==> src/rtl/fifo_rd_ctrl.sv <==
// fifo_rd_ctrl: read side of the dual-clock FIFO, entirely in the rclk domain.
//   - Brings the Gray write pointer across with a two-flop synchroniser and
//     converts it back to binary to compute occupancy.
//   - Pops fifo_mem (combinational read at b_rptr) into a registered
//     valid/ready output stage.
//   - Publishes a registered Gray read pointer for the write-side full logic.
// Ports:
//   rclk, rrst          clock and synchronous active-high reset
//   g_wptr              Gray write pointer from the wclk domain (unsynchronised)
//   fifo_rdata          fifo_mem read data at b_rptr
//   m_ready             downstream accepts m_data this cycle
//   b_rptr / g_rptr     binary read pointer to memory / Gray read pointer out
//   r_en                pop strobe (combinational)
//   empty               registered empty flag
//   almost_empty        rd_count <= AE_THRESH
//   rd_count            words in memory, not counting the one held in m_data
//   m_valid / m_data    registered output stage
module fifo_rd_ctrl #(
    parameter int DATA_WIDTH = 8,
    parameter int PTR_WIDTH  = 3,
    parameter int AE_THRESH  = 2
) (
    input  logic                  rclk,
    input  logic                  rrst,
    input  logic [PTR_WIDTH:0]    g_wptr,
    input  logic [DATA_WIDTH-1:0] fifo_rdata,
    input  logic                  m_ready,
    output logic [PTR_WIDTH:0]    b_rptr,
    output logic [PTR_WIDTH:0]    g_rptr,
    output logic                  r_en,
    output logic                  empty,
    output logic                  almost_empty,
    output logic [PTR_WIDTH:0]    rd_count,
    output logic                  m_valid,
    output logic [DATA_WIDTH-1:0] m_data
);

    localparam logic [PTR_WIDTH:0] AE_LIMIT = (PTR_WIDTH + 1)'(AE_THRESH);

    logic [PTR_WIDTH:0]    wq1_q, wq1_d;
    logic [PTR_WIDTH:0]    wq2_q, wq2_d;
    logic [PTR_WIDTH:0]    b_rptr_q, b_rptr_d;
    logic [PTR_WIDTH:0]    g_rptr_q, g_rptr_d;
    logic                  empty_q, empty_d;
    logic                  m_valid_q, m_valid_d;
    logic [DATA_WIDTH-1:0] m_data_q, m_data_d;

    logic [PTR_WIDTH:0]    wbin;
    logic [PTR_WIDTH:0]    b_next;
    logic [PTR_WIDTH:0]    g_next;
    logic                  pop;

    // Gray to binary: each binary bit is the XOR of all Gray bits at and above it.
    // Written as a reduction per bit to avoid a self-referencing vector.
    generate
        for (genvar gi = 0; gi <= PTR_WIDTH; gi++) begin : g_gray2bin
            assign wbin[gi] = ^wq2_q[PTR_WIDTH:gi];
        end
    endgenerate

    always_comb begin
        // Pop whenever memory has data and the output stage is free or draining.
        pop       = !empty_q && (!m_valid_q || m_ready);
        b_next    = b_rptr_q + {{PTR_WIDTH{1'b0}}, pop};
        g_next    = b_next ^ (b_next >> 1);

        wq1_d     = g_wptr;
        wq2_d     = wq1_q;
        b_rptr_d  = b_next;
        g_rptr_d  = g_next;
        // Compare the post-pop pointer so popping the last entry raises empty
        // on the same edge.
        empty_d   = (g_next == wq2_q);

        m_valid_d = m_valid_q;
        m_data_d  = m_data_q;
        if (pop) begin
            m_valid_d = 1'b1;
            m_data_d  = fifo_rdata;
        end else if (m_ready) begin
            m_valid_d = 1'b0;
        end
    end

    always_ff @(posedge rclk) begin
        if (rrst) begin
            wq1_q     <= '0;
            wq2_q     <= '0;
            b_rptr_q  <= '0;
            g_rptr_q  <= '0;
            empty_q   <= 1'b1;
            m_valid_q <= 1'b0;
            m_data_q  <= '0;
        end else begin
            wq1_q     <= wq1_d;
            wq2_q     <= wq2_d;
            b_rptr_q  <= b_rptr_d;
            g_rptr_q  <= g_rptr_d;
            empty_q   <= empty_d;
            m_valid_q <= m_valid_d;
            m_data_q  <= m_data_d;
        end
    end

    // Modulo subtraction; the extra pointer bit lets a full memory read DEPTH.
    assign rd_count     = wbin - b_rptr_q;
    assign almost_empty = (rd_count <= AE_LIMIT);

    assign b_rptr  = b_rptr_q;
    assign g_rptr  = g_rptr_q;
    assign r_en    = pop;
    assign empty   = empty_q;
    assign m_valid = m_valid_q;
    assign m_data  = m_data_q;

endmodule

==> config.mk <==
export PLATFORM = sky130hd
export DESIGN_NAME = fifo_rd_ctrl
export DESIGN_NICKNAME = d
export VERILOG_FILES = /design/src/rtl/fifo_rd_ctrl.sv
export SDC_FILE = /design/constraint.sdc
export NUM_CORES = 1
export LEC_CHECK = 0
export BUFFER_PORTS_ARGS = -buffer_cell sky130_fd_sc_hd__clkbuf_2
export CORE_MARGIN = 4
export CORE_UTILIZATION = 48
export DETAILED_ROUTE_END_ITERATION = 8
export GPL_ROUTABILITY_DRIVEN = 0
export GPL_TIMING_DRIVEN = 1
export PLACE_DENSITY = 0.77
export SLEW_MARGIN = 5
export SYNTH_ARGS = -nofsm -noshare
export SYNTH_HDL_FRONTEND = slang
export SYNTH_SLANG_ARGS = --single-unit
==> constraint.sdc <==
create_clock -name rclk -period 2.5 [get_ports rclk]
set_clock_uncertainty 0.05 [all_clocks]
set_input_delay 0.125 -clock rclk [delete_from_list [all_inputs] [get_ports rclk]]
set_output_delay 0.125 -clock rclk [all_outputs]
set_load 0.1 [all_outputs]
# After elaboration in Yosys (flattened, before gate mapping)
# Cells that the tools add are included.
[totals] ff_bits=26 word_cells=22
[classes] n_addsub=2 n_lt_le_gt_ge=1 eq_ne=1 mux=2 bitwise_logic=1 reduce_logical=8
[ops] cell="adder 4 x 1 -> 4 bit" count=1
[ops] cell="== test 4 bit" count=1
[ops] cell="less-or-equal comparator 4 x 2 -> 1 bit, second input constant" count=1
[ops] cell="XOR reduction 4 bit" count=1
[ops] cell="subtractor 4 bit" count=1
[ops] cell="bitwise XOR 4 x 3 -> 4 bit" count=1
[ops] cell="XOR reduction 3 bit" count=1
[ops] cell="logical NOT 1 bit" count=2
[ops] cell="two-way mux 1 bit" count=2
[ops] cell="nonzero test 2 bit" count=1
[ops] cell="XOR reduction 2 bit" count=1
[ops] cell="logical AND 1 bit" count=1
[ops] cell="logical OR 1 bit" count=1

# Logic depth before layout (Yosys ltp)
# Gate-level depths: netlist (run 1).
[logic_depth] word_depth=6 ltp_mapped=9 mapped_depth_nobuf=8

# Worst setup path after synthesis (run 1)
# Ideal clock, no wire load.
[synth_timing] path_kind="reg-to-output" startpoint="reg b_rptr_q[0], in the netlist b_rptr[0]" endpoint="out almost_empty" t_arrival_ns=4.623 t_required_ns=2.325 setup_slack_ns=-2.298 stages_incl_launch_ff=5 n_path_buf=0 path_cell_list="dfxtp_1 ha_1 inv_1 fa_1 a221oi_1"
[synth_via] elab_chain_cells=2
[synth_lines] element="start: declaration" line="42" rtl="logic [PTR_WIDTH:0] b_rptr_q, b_rptr_d;"
[synth_lines] element="start signal: assignment" line="97" rtl="b_rptr_q <= b_rptr_d;"
[synth_lines] element="subtractor 4 bit" line="106" rtl="assign rd_count = wbin - b_rptr_q;"
[synth_lines] element="via rd_count[1]" line="33" rtl="output logic [PTR_WIDTH:0] rd_count,"
[synth_lines] element="less-or-equal comparator 4 x 2 -> 1 bit" line="107" rtl="assign almost_empty = (rd_count <= AE_LIMIT);"
[synth_lines] element="end: declaration" line="32" rtl="output logic almost_empty,"
# The timed path passes the listed nets, and every way through them passes these cells.

# Worst setup path after layout (run 1)
[layout_timing] startpoint="reg wq2_q[3]" endpoint="out almost_empty"
[layout_via] elab_chain_cells=3 elab_cells_between_ends=5
[layout_lines] element="start: declaration" line="41" rtl="logic [PTR_WIDTH:0] wq2_q, wq2_d;"
[layout_lines] element="start signal: assignment" line="96" rtl="wq2_q <= wq2_d;"
[layout_lines] element="XOR reduction 4 bit, or another cell as far along" line="57" rtl="assign wbin[gi] = ^wq2_q[PTR_WIDTH:gi];"
[layout_lines] element="subtractor 4 bit (*)" line="106"
[layout_lines] element="less-or-equal comparator 4 x 2 -> 1 bit (*)" line="107"
# Every way passes the cells marked *; elsewhere a longest branch is shown, timed or not.

==> impl_metrics.json, run 1 <==
{
  "status": "complete, but fails checks",
  "violations": "negative setup slack",
  "synth_nets": 126,
  "syn_inst": 105,
  "grtUsageMet1_pct": 16.5,
  "fill_cells": 135,
  "grt_pass1_vias": 880,
  "die_area_um2": 3090,
  "cp.arrival_ns": 2.51,
  "avgSynthCellArea_um2": 10.3,
  "async_reset_ff_share_pct": 0,
  "io_pins": 39,
  "synthFlopType": "dfxtp_1",
  "ant_nets": 0,
  "drc_errors": 0,
  "max_cap_viol_count": 0,
  "wire_per_inst_um": 12.3,
  "antennaDiodeCount": 0,
  "clock_sinks": 25,
  "start_util_pct": 52.7,
  "grt_pass1_wl_um": 3950,
  "grt_use_total_pct": 15.9,
  "grt_use_met2_pct": 29.7,
  "clockBufferDepth": 2,
  "critPathKind": "flip-flop to primary output",
  "vias_per_cell": 4.67,
  "nets": 178,
  "yosysMostFrequentCell": "dfxtp_1",
  "synth_seq_area_share_pct": 46.1,
  "cts_tree": "built",
  "setup_ws_ns": -0.181,
  "ys_warn_count": 0,
  "timing.fmax_mhz": 373,
  "synth_area_leader_cell": "dfxtp_1",
  "maxSlewViolCount": 0,
  "cp-end-kind": "primary output",
  "ys_top_cells_by_area": "dfxtp_1 46%, mux2i_1 8.3%, nor2b_1 8.1%",
  "clock_latency_ns": 0.30,
  "vias": 854,
  "fin_crit_sh_pct": 107,
  "clk_pin_slew_ns": 0.12,
  "synth_common_cells": "25 x dfxtp_1, 14 x nor2_1, 14 x nor2b_1, 9 x mux2i_1, 7 x inv_1",
  "min_path_type": "input pin to flip-flop",
  "whs_ns": 0.0116,
  "first_iter_violations": 7,
  "ys_ff_latch": 25,
  "antenna_found_initial": 0,
  "ys_types": 26,
  "grt_max_degree": 26,
  "r2r_cells": 8,
  "relSlewSlack_pct": 63.6,
  "netlist.area_leader.share_pct": 46.1,
  "gr-usage-met3_pct": 3.96,
  "htreeDepth": 1,
  "fp.dieH_um": 55.6,
  "postRouteWirelength_um": 2260,
  "core_area_um2": 2060,
  "io_buffers": 38,
  "syn_area_um2": 1090,
  "fin_crit_ns": 2.68,
  "grt-busiest-layer": "met2",
  "cp-start-kind": "flip-flop",
  "drive_above_1_share_pct": 43.6,
  "overflow": 0,
  "synth-edff-count": 0,
  "hold_viol": 0,
  "cp_max_fo": 2,
  "r2r_setup_slack_ns": 0.45,
  "die_w_um": 55.6,
  "firstDrtPassIters": 4,
  "whs_path_depth": 3,
  "syn_to_final_growth_pct": 46.5,
  "cts_buffers": 3,
  "cts_root_buf": "clkbuf_4",
  "hpwl_um": 1770,
  "tightest_slew_ns": 0.549,
  "crit_required_ns": 2.33,
  "report.final.setup_viol": 3,
  "rows": 16,
  "rsz0062_at_grt": "true"
}
area by class of cell:
class | instances | area [um2] | share of cell area (%)
repair buffers | 51 | 373 | 23.4
clock buffers | 4 | 26.3 | 1.65
inverters | 7 | 26.3 | 1.65
multi-input cells | 69 | 618 | 38.8
well taps | 27 | 33.8 | 2.12
flip-flops and latches | 25 | 514 | 32.3
repair_timing:
| item | CTS | global route |
|---|---|---|
| setup endpoints to repair | 3 | 4 |
| buffers inserted | 3 | 2 |
| hold buffers | 7 | 0 |
| pin swaps | 3 | 4 |
| endpoints found under the hold margin | 7 | 0 |
| resized for setup | 1 | 5 |
metal layers:
metal / vias to the layer above / routed length, um
met4: 0 / 35
met5: - / 0
met2: 22 / 1270
met1: 394 / 837
li1: 434 / -
met3: 4 / 113
sequential cells by signal, summed over array words and instances (netlist names):
signal,count
m_valid,1
wq1_q,4
g_rptr,3
b_rptr,4
empty,1
m_data,8
wq2_q,4
worst paths after layout:
kind / from / to
min: fifo_rdata[1] / m_data[1]$_SDFFE_PP0P_
min reg2reg: wq1_q[0]$_SDFF_PP0_ / wq2_q[0]$_SDFF_PP0_
max: wq2_q[3]$_SDFF_PP0_ / almost_empty
max reg2reg: m_valid$_SDFFE_PP0P_ / empty$_SDFF_PP1_
worst max-delay path, cell delays in order, from the launching register on:
cell and delay [ns]:
dfxtp_4 0.39, xor2_4 0.19, xor2_2 0.19, xnor2_1 0.16
ha_2 0.22, inv_2 0.04, fa_2 0.48, a221oi_4 0.32
buf_12 0.21
placed cells by master (no fill, tap or decap), types with 2 or more instances in the layout:
cell and n:
xor2_4 2, clkbuf_4 3, dfxtp_4 2, dfxtp_1 18
xor2_2 2, dfxtp_2 5, dlygate4sd3_1 7, mux2i_1 9
nor2_1 14, ha_1 4, buf_12 4, xnor2_1 6
buf_4 4, a21o_1 2, clkbuf_2 34, nor2b_1 14
buf_6 2, xor2_1 2, nand3_2 2, inv_1 6
through the flow:
step                worst slack, ns  TNS (ns)  cells  util [%]  cell area, um2
floorplan                    -0.600    -0.600    105         -            1170
global placement              0.106         0    167      69.7            1440
global route                 -0.307    -0.613    183      77.2            1590
CTS                          -0.174    -0.185    181      75.5            1560
detailed placement           0.0217         0    167      69.7            1440
finish                       -0.181    -0.239    183      77.2            1590
kinds of logic (layout without fill, tap and decap cells):
logic type | after synthesis | in the layout | synth area share (%)
and+or+nand+nor | 34 | 34 | 16.4
DFF | 25 | 25 | 46.1
AOI/OAI and AO/OA | 6 | 6 | 3.92
adders and majority gates | 6 | 6 | 7.60
buffers and inverters | 11 | 62 | 4.26
muxes | 10 | 10 | 9.33
xor gates and xnor gates | 13 | 13 | 12.4
Power of run 1 is left out: the tool's default activity adds up to more than one toggle a clock period on the data nets, which glitch-free logic cannot reach.
==> run 2: changes to the inputs <==
==> constraint.sdc (replaced) <==
create_clock -name rclk -period 2.5 [get_ports rclk]
set_clock_uncertainty 0.05 [all_clocks]
set_input_delay 0 -clock rclk [delete_from_list [all_inputs] [get_ports rclk]]
set_output_delay 0 -clock rclk [all_outputs]
set_load 0.1 [all_outputs]
==> impl_metrics.json, run 2 (synthesis gave the netlist of run 1 again) <==
{
  "drc_errors": 0,
  "path_cells": "xor2_4 > xor2_4 > xnor2_2 > ha_2 > inv_2 > fa_2 > xor2_4 > a221oi_4 > buf_12",
  "grtUsageMet1_pct": 16.2,
  "io_pins": 39,
  "layout_common_cells": "34 x clkbuf_2, 18 x dfxtp_1, 14 x nor2b_1, 14 x nor2_1, 13 x dlygate4sd3_1",
  "first_iter_violations": 4,
  "cts_root_buf": "clkbuf_4",
  "tightest_slew_ns": 0.559,
  "wire_per_inst_um": 12.4,
  "worst-path-buf-inv": 2,
  "ant_nets": 0,
  "grt_use_total_pct": 16.7,
  "antennaDiodeCount": 0,
  "syn_to_final_growth_pct": 50.9,
  "io_buffers": 38,
  "start_util_pct": 52.7,
  "cp.arrival_ns": 2.52,
  "vias": 874,
  "cp-start-kind": "flip-flop",
  "maxSlewViolCount": 0,
  "status": "complete, but fails checks",
  "report.final.setup_viol": 1,
  "cp_top_family": "XOR/XNOR gates",
  "fp.dieH_um": 55.6,
  "overflow": 0,
  "grt_max_degree": 26,
  "min_path_type": "input pin to flip-flop",
  "antenna_found_initial": 0,
  "grt_use_met2_pct": 32.4,
  "firstDrtPassIters": 2,
  "slowest_stage": "fa_2",
  "nets": 183,
  "postRouteWirelength_um": 2330,
  "htreeDepth": 1,
  "hpwl_um": 1680,
  "grt-busiest-layer": "met2",
  "cpPeakStageDelay_ns": 0.42,
  "clockBufferDepth": 2,
  "vias_per_cell": 4.65,
  "fin_crit_sh_pct": 103,
  "die_area_um2": 3090,
  "core_area_um2": 2060,
  "timing.fmax_mhz": 390,
  "rows": 16,
  "hold_viol": 0,
  "cp-end-kind": "primary output",
  "cts_tree": "built",
  "cts_buffers": 3,
  "fin_setup_tns_ns": -0.0658,
  "crit_required_ns": 2.45,
  "grt_pass1_vias": 901,
  "die_w_um": 55.6,
  "rsz0062_at_grt": "true",
  "gr-usage-met3_pct": 3.50,
  "final_cells": 188,
  "drive_above_1_share_pct": 40.4,
  "cpMostUsedCell": "xor2_4",
  "dp_cells": 167,
  "critPathKind": "flip-flop to primary output",
  "clk_pin_slew_ns": 0.12,
  "cp_max_fo": 2,
  "place_ws_ns": 0.141,
  "setup_ws_ns": -0.0658,
  "violations": "negative setup slack",
  "clock_latency_ns": 0.31,
  "clock_sinks": 25,
  "relSlewSlack_pct": 62.9,
  "fin_crit_ns": 2.57,
  "largest_register_ffs": 8,
  "max_cap_viol_count": 0,
  "layout_commonest_cell": "clkbuf_2",
  "grt_pass1_wl_um": 4060
}
==> run 2: layout make-up <==
type                    instances  area, um2
repair buffers                 56        413
flip-flops and latches         25        514
multi-input cells              69        626
clock buffers                   4       26.3
fillers                       135        423
well taps                      27       33.8
inverters                       7       26.3
==> run 2: stage by stage <==
stage                     hold slack (ns)  cell area, um2  utilization (%)
after detailed placement            0.163            1420             69.1
after floorplan                    0.0119            1170                -
after global placement              0.159            1420             69.1
after CTS                           0.119            1620             78.4
final                               0.118            1640             79.5
after global routing                0.147            1640             79.5
==> run 2: per-layer routing <==
metal	part of all wire (%)	wire length (um)
met2	54	1260
met3	4.7	109
met5	0	0
met4	3.6	83
met1	38	873
==> run 2: worst paths after layout <==
check | end | slack [ns] | depth (start not counted) | from
worst min-delay path | b_rptr[1]$_SDFF_PP0_ | 0.12 | 2 | rrst
worst min register to register | m_valid$_SDFFE_PP0P_ | 0.40 | 1 | empty$_SDFF_PP1_
worst max-delay path | almost_empty | -0.07 | 9 | wq2_q[3]$_SDFF_PP0_
worst max register to register | empty$_SDFF_PP1_ | 0.48 | 8 | m_valid$_SDFFE_PP0P_
==> run 2: timing repair <==
item	in CTS	in global routing
setup buffers	3	1
hold buffers	13	0
pin swaps	4	5
endpoints found under the setup margin	2	2
resized for setup	2	3
endpoints found under the hold margin	13	0
Power of run 2 is left out for the same reason.
